==> src/rtl/pixel_read_sched_if.sv <==
// Signal bundle joining the pixel queue read port and the video sync generator to pixel_read_sched.
interface pixel_read_sched_if #(
  parameter int CNT_WIDTH = 16
);
  logic                 clk_en;
  logic                 pixel_rd_en;
  logic                 pixel_rd_empty;
  logic                 pixel_rd_valid;
  logic [7:0]           y_in;
  logic [7:0]           u_in;
  logic [7:0]           v_in;
  logic [7:0]           osd_in;
  logic [2:0]           position_in;
  logic                 pixel_req;
  logic                 frame_start;
  logic [7:0]           y_out;
  logic [7:0]           u_out;
  logic [7:0]           v_out;
  logic [7:0]           osd_out;
  logic                 pixel_out_valid;
  logic                 pixel_is_fill;
  logic                 synced;
  logic [CNT_WIDTH-1:0] underrun_cnt;
  logic [CNT_WIDTH-1:0] resync_cnt;
  logic [1:0]           state_dbg;

  // Queue side: a pop is taken on every clk edge where pixel_rd_en is high; the popped word arrives
  // with pixel_rd_valid exactly one cycle later. Video side: every enabled pixel_req is answered by
  // pixel_out_valid one cycle later, with no back-pressure.
  modport master (
    output clk_en, pixel_rd_empty, pixel_rd_valid, y_in, u_in, v_in, osd_in, position_in,
           pixel_req, frame_start,
    input  pixel_rd_en, y_out, u_out, v_out, osd_out, pixel_out_valid, pixel_is_fill, synced,
           underrun_cnt, resync_cnt, state_dbg
  );

  modport slave (
    input  clk_en, pixel_rd_empty, pixel_rd_valid, y_in, u_in, v_in, osd_in, position_in,
           pixel_req, frame_start,
    output pixel_rd_en, y_out, u_out, v_out, osd_out, pixel_out_valid, pixel_is_fill, synced,
           underrun_cnt, resync_cnt, state_dbg
  );
endinterface

==> src/rtl/pixel_read_sched.sv <==
// Prefetches queue pixels into a 2-entry buffer and serves one per video request; substitutes black
// and realigns on the frame-start position code whenever frame alignment is lost.
module pixel_read_sched #(
  parameter logic [2:0] FRAME_START_CODE = 3'd1,
  parameter int         CNT_WIDTH        = 16
) (
  input logic               clk,
  input logic               rst,
  pixel_read_sched_if.slave bus
);
  typedef enum logic [1:0] {
    ST_RESYNC = 2'd0,
    ST_WAIT   = 2'd1,
    ST_RUN    = 2'd2
  } state_e;

  typedef struct packed {
    logic [7:0] y;
    logic [7:0] u;
    logic [7:0] v;
    logic [7:0] osd;
    logic [2:0] pos;
  } pix_t;

  localparam logic [31:0]          FILL_PIX = {8'd16, 8'd128, 8'd128, 8'd0};
  localparam logic [CNT_WIDTH-1:0] CNT_ONE  = {{(CNT_WIDTH-1){1'b0}}, 1'b1};

  state_e               state_q, state_d;
  logic                 first_q, first_d;
  pix_t                 buf0_q, buf0_d, buf1_q, buf1_d;
  logic [1:0]           buf_cnt_q, buf_cnt_d, cnt_mid;
  logic                 inflight_q, inflight_d;
  logic [31:0]          out_q, out_d;
  logic                 out_valid_q, out_valid_d;
  logic                 fill_q, fill_d;
  logic [CNT_WIDTH-1:0] underrun_q, underrun_d;
  logic [CNT_WIDTH-1:0] resync_q, resync_d;

  pix_t       in_pix, head;
  logic       head_valid, head_fs;
  logic       consume, emit_head, underrun_evt, resync_evt;
  logic       rd_en, buf_overflow;
  logic [2:0] occ_after;

  assign in_pix     = {bus.y_in, bus.u_in, bus.v_in, bus.osd_in, bus.position_in};
  assign head       = buf0_q;
  assign head_valid = (buf_cnt_q != 2'd0);
  assign head_fs    = head_valid && (head.pos == FRAME_START_CODE);

  // FSM: state register
  always_ff @(posedge clk or posedge rst) begin
    if (rst) begin
      state_q <= ST_RESYNC;
      first_q <= 1'b0;
    end else begin
      state_q <= state_d;
      first_q <= first_d;
    end
  end

  // FSM: next state. A frame_start in RUN is judged before any pixel_req in the same cycle.
  always_comb begin
    state_d = state_q;
    first_d = first_q;
    if (bus.clk_en) begin
      case (state_q)
        ST_RESYNC: if (head_fs) state_d = ST_WAIT;
        ST_WAIT: begin
          if (bus.frame_start) begin
            state_d = ST_RUN;
            first_d = !bus.pixel_req;
          end
        end
        ST_RUN: begin
          if (bus.frame_start && !head_fs) begin
            state_d = ST_RESYNC;
          end else begin
            if (bus.frame_start) first_d = 1'b1;
            if (emit_head)          first_d = 1'b0;
            else if (underrun_evt)  state_d = ST_RESYNC;
            else if (bus.pixel_req) state_d = ST_WAIT;
          end
        end
        default: state_d = ST_RESYNC;
      endcase
    end
  end

  // FSM: outputs (head consumption and pixel source for this cycle)
  always_comb begin
    consume      = 1'b0;
    emit_head    = 1'b0;
    underrun_evt = 1'b0;
    if (bus.clk_en) begin
      case (state_q)
        ST_RESYNC: consume = head_valid && !head_fs;
        ST_WAIT:   emit_head = bus.frame_start && bus.pixel_req && head_valid;
        ST_RUN: begin
          if (bus.pixel_req && (!bus.frame_start || head_fs)) begin
            emit_head    = head_valid && (!head_fs || first_q || bus.frame_start);
            underrun_evt = !head_valid;
          end
        end
        default: ;
      endcase
      if (emit_head) consume = 1'b1;
    end
  end

  // Pop whenever the buffer plus the outstanding pop would still leave room after this cycle's consume.
  assign occ_after = {1'b0, buf_cnt_q} + {2'b00, inflight_q} - {2'b00, consume};
  assign rd_en     = bus.clk_en && !bus.pixel_rd_empty && (occ_after < 3'd2);

  always_comb begin
    buf0_d       = buf0_q;
    buf1_d       = buf1_q;
    cnt_mid      = buf_cnt_q;
    buf_overflow = 1'b0;
    if (consume) begin
      buf0_d  = buf1_q;
      cnt_mid = buf_cnt_q - 2'd1;
    end
    buf_cnt_d = cnt_mid;
    if (bus.pixel_rd_valid) begin
      if (cnt_mid == 2'd0) buf0_d = in_pix;
      else                 buf1_d = in_pix;
      buf_overflow = (cnt_mid == 2'd2);
      if (!buf_overflow) buf_cnt_d = cnt_mid + 2'd1;
    end
  end

  assign resync_evt = bus.clk_en && (state_q != ST_RESYNC) && (state_d == ST_RESYNC);

  always_comb begin
    inflight_d  = rd_en ? 1'b1 : (bus.pixel_rd_valid ? 1'b0 : inflight_q);
    out_valid_d = bus.clk_en && bus.pixel_req;
    out_d       = out_q;
    fill_d      = fill_q;
    if (out_valid_d) begin
      if (emit_head) begin
        out_d  = {head.y, head.u, head.v, head.osd};
        fill_d = 1'b0;
      end else begin
        out_d  = FILL_PIX;
        fill_d = 1'b1;
      end
    end
    underrun_d = underrun_q;
    if (underrun_evt && (underrun_q != '1)) underrun_d = underrun_q + CNT_ONE;
    resync_d = resync_q;
    if (resync_evt && (resync_q != '1)) resync_d = resync_q + CNT_ONE;
  end

  always_ff @(posedge clk or posedge rst) begin
    if (rst) begin
      buf0_q      <= '0;
      buf1_q      <= '0;
      buf_cnt_q   <= 2'd0;
      inflight_q  <= 1'b0;
      out_q       <= FILL_PIX;
      out_valid_q <= 1'b0;
      fill_q      <= 1'b0;
      underrun_q  <= '0;
      resync_q    <= '0;
    end else begin
      buf0_q      <= buf0_d;
      buf1_q      <= buf1_d;
      buf_cnt_q   <= buf_cnt_d;
      inflight_q  <= inflight_d;
      out_q       <= out_d;
      out_valid_q <= out_valid_d;
      fill_q      <= fill_d;
      underrun_q  <= underrun_d;
      resync_q    <= resync_d;
    end
  end

  // A third buffered pixel means the pop throttle is broken.
  assert property (@(posedge clk) disable iff (rst) !buf_overflow);

  assign bus.pixel_rd_en     = rd_en;
  assign bus.y_out           = out_q[31:24];
  assign bus.u_out           = out_q[23:16];
  assign bus.v_out           = out_q[15:8];
  assign bus.osd_out         = out_q[7:0];
  assign bus.pixel_out_valid = out_valid_q;
  assign bus.pixel_is_fill   = fill_q;
  assign bus.synced          = (state_q == ST_RUN);
  assign bus.underrun_cnt    = underrun_q;
  assign bus.resync_cnt      = resync_q;
  assign bus.state_dbg       = state_q;
endmodule

==> src/flat_wrapper.sv <==
// flat-port wrapper written by rule: the top's interface ports become plain ports
module pixel_read_sched_flat 
#(
  parameter logic [2:0] FRAME_START_CODE = 3'd1,
  parameter int         CNT_WIDTH        = 16
)
  (clk, rst, bus_clk_en, bus_pixel_rd_empty, bus_pixel_rd_valid, bus_y_in, bus_u_in, bus_v_in, bus_osd_in, bus_position_in, bus_pixel_req, bus_frame_start, bus_pixel_rd_en, bus_y_out, bus_u_out, bus_v_out, bus_osd_out, bus_pixel_out_valid, bus_pixel_is_fill, bus_synced, bus_underrun_cnt, bus_resync_cnt, bus_state_dbg);
  pixel_read_sched_if #(.CNT_WIDTH(CNT_WIDTH)) bus_i ();
  input logic clk;
  input logic rst;
  input wire logic [$bits(bus_i.clk_en)-1:0] bus_clk_en;
  input wire logic [$bits(bus_i.pixel_rd_empty)-1:0] bus_pixel_rd_empty;
  input wire logic [$bits(bus_i.pixel_rd_valid)-1:0] bus_pixel_rd_valid;
  input wire logic [$bits(bus_i.y_in)-1:0] bus_y_in;
  input wire logic [$bits(bus_i.u_in)-1:0] bus_u_in;
  input wire logic [$bits(bus_i.v_in)-1:0] bus_v_in;
  input wire logic [$bits(bus_i.osd_in)-1:0] bus_osd_in;
  input wire logic [$bits(bus_i.position_in)-1:0] bus_position_in;
  input wire logic [$bits(bus_i.pixel_req)-1:0] bus_pixel_req;
  input wire logic [$bits(bus_i.frame_start)-1:0] bus_frame_start;
  output wire logic [$bits(bus_i.pixel_rd_en)-1:0] bus_pixel_rd_en;
  output wire logic [$bits(bus_i.y_out)-1:0] bus_y_out;
  output wire logic [$bits(bus_i.u_out)-1:0] bus_u_out;
  output wire logic [$bits(bus_i.v_out)-1:0] bus_v_out;
  output wire logic [$bits(bus_i.osd_out)-1:0] bus_osd_out;
  output wire logic [$bits(bus_i.pixel_out_valid)-1:0] bus_pixel_out_valid;
  output wire logic [$bits(bus_i.pixel_is_fill)-1:0] bus_pixel_is_fill;
  output wire logic [$bits(bus_i.synced)-1:0] bus_synced;
  output wire logic [$bits(bus_i.underrun_cnt)-1:0] bus_underrun_cnt;
  output wire logic [$bits(bus_i.resync_cnt)-1:0] bus_resync_cnt;
  output wire logic [$bits(bus_i.state_dbg)-1:0] bus_state_dbg;
  assign bus_i.clk_en = bus_clk_en;
  assign bus_i.pixel_rd_empty = bus_pixel_rd_empty;
  assign bus_i.pixel_rd_valid = bus_pixel_rd_valid;
  assign bus_i.y_in = bus_y_in;
  assign bus_i.u_in = bus_u_in;
  assign bus_i.v_in = bus_v_in;
  assign bus_i.osd_in = bus_osd_in;
  assign bus_i.position_in = bus_position_in;
  assign bus_i.pixel_req = bus_pixel_req;
  assign bus_i.frame_start = bus_frame_start;
  assign bus_pixel_rd_en = bus_i.pixel_rd_en;
  assign bus_y_out = bus_i.y_out;
  assign bus_u_out = bus_i.u_out;
  assign bus_v_out = bus_i.v_out;
  assign bus_osd_out = bus_i.osd_out;
  assign bus_pixel_out_valid = bus_i.pixel_out_valid;
  assign bus_pixel_is_fill = bus_i.pixel_is_fill;
  assign bus_synced = bus_i.synced;
  assign bus_underrun_cnt = bus_i.underrun_cnt;
  assign bus_resync_cnt = bus_i.resync_cnt;
  assign bus_state_dbg = bus_i.state_dbg;
  pixel_read_sched #(.FRAME_START_CODE(FRAME_START_CODE), .CNT_WIDTH(CNT_WIDTH)) u_core (.clk(clk), .rst(rst), .bus(bus_i));
endmodule
==> config.mk <==
export PLATFORM = sky130hd
export DESIGN_NAME = pixel_read_sched_flat
export DESIGN_NICKNAME = d
export VERILOG_FILES = /design/src/rtl/pixel_read_sched_if.sv /design/src/rtl/pixel_read_sched.sv /design/src/flat_wrapper.sv
export SDC_FILE = /design/constraint.sdc
export NUM_CORES = 1
export LEC_CHECK = 0
export BUFFER_PORTS_ARGS = -buffer_cell sky130_fd_sc_hd__buf_2
export CORE_AREA = 2 2 105 107
export CTS_CLUSTER_DIAMETER = 80
export DETAILED_ROUTE_END_ITERATION = 8
export DIE_AREA = 0 0 107 109
export PLACE_DENSITY_LB_ADDON = 0.25
export SYNTH_ARGS = -nofsm -noshare
export SYNTH_HDL_FRONTEND = slang
export SYNTH_SLANG_ARGS = --single-unit
export TNS_END_PERCENT = 50
==> constraint.sdc <==
create_clock -name clk -period 8.6 [get_ports clk]
set_input_delay 0.86 -clock clk [delete_from_list [all_inputs] [get_ports clk]]
set_output_delay 0.86 -clock clk [all_outputs]
set_load 0.01 [all_outputs]
==> parameters.txt <==
Parameter                              Value

Outcome
  Result of the run    completed

Power and ir drop
  VDD IR-drop max    0.2068 mV
  Power, Total    2.488 mW
  Standby leakage power    3.585 nW
  Total power divided by cell area    334.1 mW/mm^2

STA
  Final critical-path share of the clock period    70.77%
  Least-Margin Pin Slew    1.056 ns
  Max_slew headroom    29.42%
  Final setup vio count    0
  Final worst clock skew    0.007001 ns
  Final hold violation count    0
  Final critical-path setup slack    2.514 ns
  Pins Over Slew Limit    0
  Final critical-path required period    6.086 ns
  Maximum clock frequency    164.3 MHz
  Unrepaired setup endpoints after global routing    no
  Total negative setup slack    0 ns

Cells and area
  Most frequent cells in the layout    139 x sky130_fd_sc_hd__dfrtp_1, 111 x sky130_fd_sc_hd__buf_2, 84 x sky130_fd_sc_hd__nand2_1
  Final cell utilization of the core    70.25%
  Antenna fix cells    0
  Syn-to-layout area delta    20.60%
  Most frequent standard cell in the layout excluding fill and tap cells    sky130_fd_sc_hd__dfrtp_1
  Proportion of layout cells with a drive suffix above 1    29.77%
  Fill cell total of the finished layout    787
  Final net count    705
  Post-layout instance count excluding filler cells    805

Die
  Overall die area    0.01166 sq mm
  Core Footprint    0.01060 sq mm
  Number of primary I/O pins    112
  Height of the die    109 microns
  Overall die width    107 microns
  Starting Density    58.25%
  Cell row count    38

GRT
  Number of global-route vias before repair    4461
  Largest net degree at the start of global routing    77
  Total global-route track usage    24.12%
  Antenna violations before repair    1
  First-pass GRT wire length    21670 microns
  GRT overflow    0

Placed design
  Detail Placement HPWL    8639 microns
  Quantity of I/O buffers inserted on ports    111
  DP Cell Count    774
  Weighted congestion reported at the end of routability-driven placement    0.8042
  Dpl ws    2.873 ns

Logic synthesis
  Fraction of synthesis flops using an asynchronous set or reset pin    100.0%
  Synthesized area    0.006176 sq mm
  Number of enable flip-flop cells after synthesis    0
  Syn Area/Cell    11.33 sq um
  Sequential cell area fraction in the yosys report    57.60%
  Most used DFF post-synth    sky130_fd_sc_hd__dfrtp_1
  Count of unique library cells instantiated by Yosys    50
  Register bit total from synthesis    142
  Net count after synthesis    597
  Warnings, synthesis    0
  Cell count after synthesis    545

Worst setup path
  Startpoint type of the worst setup path    flip-flop
  Critical path fanouts, max    37
  Required time reported for the critical path endpoint    7.74 ns
  Sort of element at the end of the critical path    output port
  Setup CP Type    flip-flop to output port
  Data arrival time at the worst-slack endpoint    5.23 ns

Clock network
  Number of buffers created by CTS    17
  # clock sinks    142
  Clock tree from TritonCTS    yes
  Root Buffer Master    sky130_fd_sc_hd__clkbuf_8
  Clock Path Buffers    2
  Number of hold buffers added after CTS    0
  Clock insertion delay at the later pin of the skew report    0.53 ns
  Post-CTS clock slew at the launch and capture registers of the worst setup and hold paths    0.06 ns
  Post CTS Setup Buffer Count    0
  PostCTS Resize Cnt    0
  H-tree Lvls    4

Worst hold path
  Kind of path behind the tightest hold check    primary input to async pin

Route
  TritonRoute pass-1 iters    4
  Via density    5.683
  Total wirelength of the detailed-routed design    13230 microns
  Remaining antenna violation count after routing    0
  Number of vias in the routed layout    4575
  Number of DRC violations after detailed routing    0
  Count of routing violations after the opening detailed-route iteration    297
  Routed wire length per instance    16.44 microns

Flow run
  Reported max-cap violation count    0
final timing paths:
check	startpoint	to	slack [ns]	depth (start not counted)
worst max-delay path	u_core.buf_cnt_q[1]	bus_pixel_rd_en	2.51	13
worst max register to register	u_core.buf_cnt_q[1]	u_core.buf1_q[20]	3.32	11
min in group clk	u_core.bus.resync_cnt[13]	u_core.bus.resync_cnt[13]	0.49	1
worst min-delay path	rst	u_core.bus.underrun_cnt[15]	0.41	2
worst min register to register	u_core.bus.resync_cnt[13]	u_core.bus.resync_cnt[13]	0.49	1
max in group asynchronous	rst	u_core.out_q[14]	6.83	3
power breakdown:
group          internal (mW)  total [mW]  leakage, nW  switching (mW)
clock                  0.501       0.775        0.303           0.274
combinational          0.309       0.700         1.49           0.390
sequential             0.882        1.01         1.79           0.132
through the flow:
stage / hold WS [ns] / area [sq um]
CTS: 0.4209 / 7448
global route: 0.4451 / 7448
detailed placement: 0.4827 / 6818
finish: 0.4103 / 7448
global placement: 0.4708 / 6818
floorplan: 0.4508 / 6176
Yosys cell counts (2+ instances only):
library cell / instances / area share (%)
sky130_fd_sc_hd__ha_1: 9 / 1.8
sky130_fd_sc_hd__nor2b_1: 2 / 0.20
sky130_fd_sc_hd__o21a_1: 2 / 0.24
sky130_fd_sc_hd__a22o_1: 29 / 4.1
sky130_fd_sc_hd__nor3_1: 5 / 0.41
sky130_fd_sc_hd__xnor2_1: 27 / 3.8
sky130_fd_sc_hd__a21oi_1: 5 / 0.41
sky130_fd_sc_hd__nand2b_1: 3 / 0.30
sky130_fd_sc_hd__mux2_2: 37 / 6.7
sky130_fd_sc_hd__dfstp_2: 3 / 1.3
sky130_fd_sc_hd__buf_2: 8 / 0.65
sky130_fd_sc_hd__a211oi_4: 2 / 0.65
sky130_fd_sc_hd__nand4_1: 11 / 1.1
sky130_fd_sc_hd__nor2_1: 41 / 2.5
sky130_fd_sc_hd__nand3_1: 25 / 2.0
sky130_fd_sc_hd__a31oi_1: 36 / 3.6
sky130_fd_sc_hd__xor2_1: 4 / 0.57
sky130_fd_sc_hd__nand2_1: 85 / 5.2
sky130_fd_sc_hd__dfrtp_1: 139 / 56
sky130_fd_sc_hd__and3_1: 8 / 0.81
sky130_fd_sc_hd__and4_1: 2 / 0.28
sky130_fd_sc_hd__o21ai_0: 8 / 0.65
sky130_fd_sc_hd__o22a_1: 3 / 0.43
sky130_fd_sc_hd__buf_6: 3 / 0.55
sky130_fd_sc_hd__nand3b_1: 2 / 0.24
sky130_fd_sc_hd__inv_1: 9 / 0.55
sky130_fd_sc_hd__clkbuf_1: 14 / 0.85
flip-flops by register name, indices dropped and copies added (netlist names):
name and count:
u_core.bus.resync_cnt 16, u_core.first_q 1, u_core.buf1_q 35, u_core.buf0_q 35, u_core.buf_cnt_q 2, u_core.bus.pixel_is_fill 1
u_core.bus.state_dbg 2, u_core.bus.underrun_cnt 16, u_core.inflight_q 1, u_core.out_q 32, u_core.bus.pixel_out_valid 1
worst max-delay path, cell delays in order (launching register included):
cell and delay (ns):
sky130_fd_sc_hd__dfrtp_1 0.42, sky130_fd_sc_hd__inv_1 0.06, sky130_fd_sc_hd__ha_1 0.26, sky130_fd_sc_hd__nor4b_2 0.46, sky130_fd_sc_hd__a2111oi_2 0.19, sky130_fd_sc_hd__o21a_1 0.19
sky130_fd_sc_hd__nor2_4 0.73, sky130_fd_sc_hd__clkinv_2 0.74, sky130_fd_sc_hd__ha_1 0.54, sky130_fd_sc_hd__nand2b_1 0.17, sky130_fd_sc_hd__fa_1 0.37, sky130_fd_sc_hd__xor2_1 0.15
sky130_fd_sc_hd__nor3_1 0.22, sky130_fd_sc_hd__buf_2 0.18
layer usage:
| metal | vias to the layer above | GRT usage [%] | part of all wire (%) |
|---|---|---|---|
| met5 | - | 0 | 0.098 |
| li1 | 2148 | - | - |
| met1 | 2291 | 30.66 | 43 |
| met3 | 18 | 6.097 | 4.9 |
| met2 | 116 | 39.58 | 51 |
| met4 | 2 | 10.39 | 1.6 |
logic make-up after synthesis:
logic type	Yosys count	share of synthesized area, %
buf+inv	36	2.796
fa+ha+maj	10	2.148
compound gates	96	11.89
simple gates	192	14.26
flops	142	57.60
xor+xnor	31	4.396
mux	38	6.908
area by class of cell:
type	instances	area [sq um]	area share (%)
Multi-Input combinational cell	367	2456	32.98
Inverter	10	43.79	0.5879
Clock inverter	9	157.7	2.117
Sequential cell	142	3557	47.76
Clock buffer	22	473.0	6.350
Tap cell	140	175.2	2.352
Timing Repair Buffer	115	585.6	7.862
Note: power is estimated with default switching activity, not from simulation.
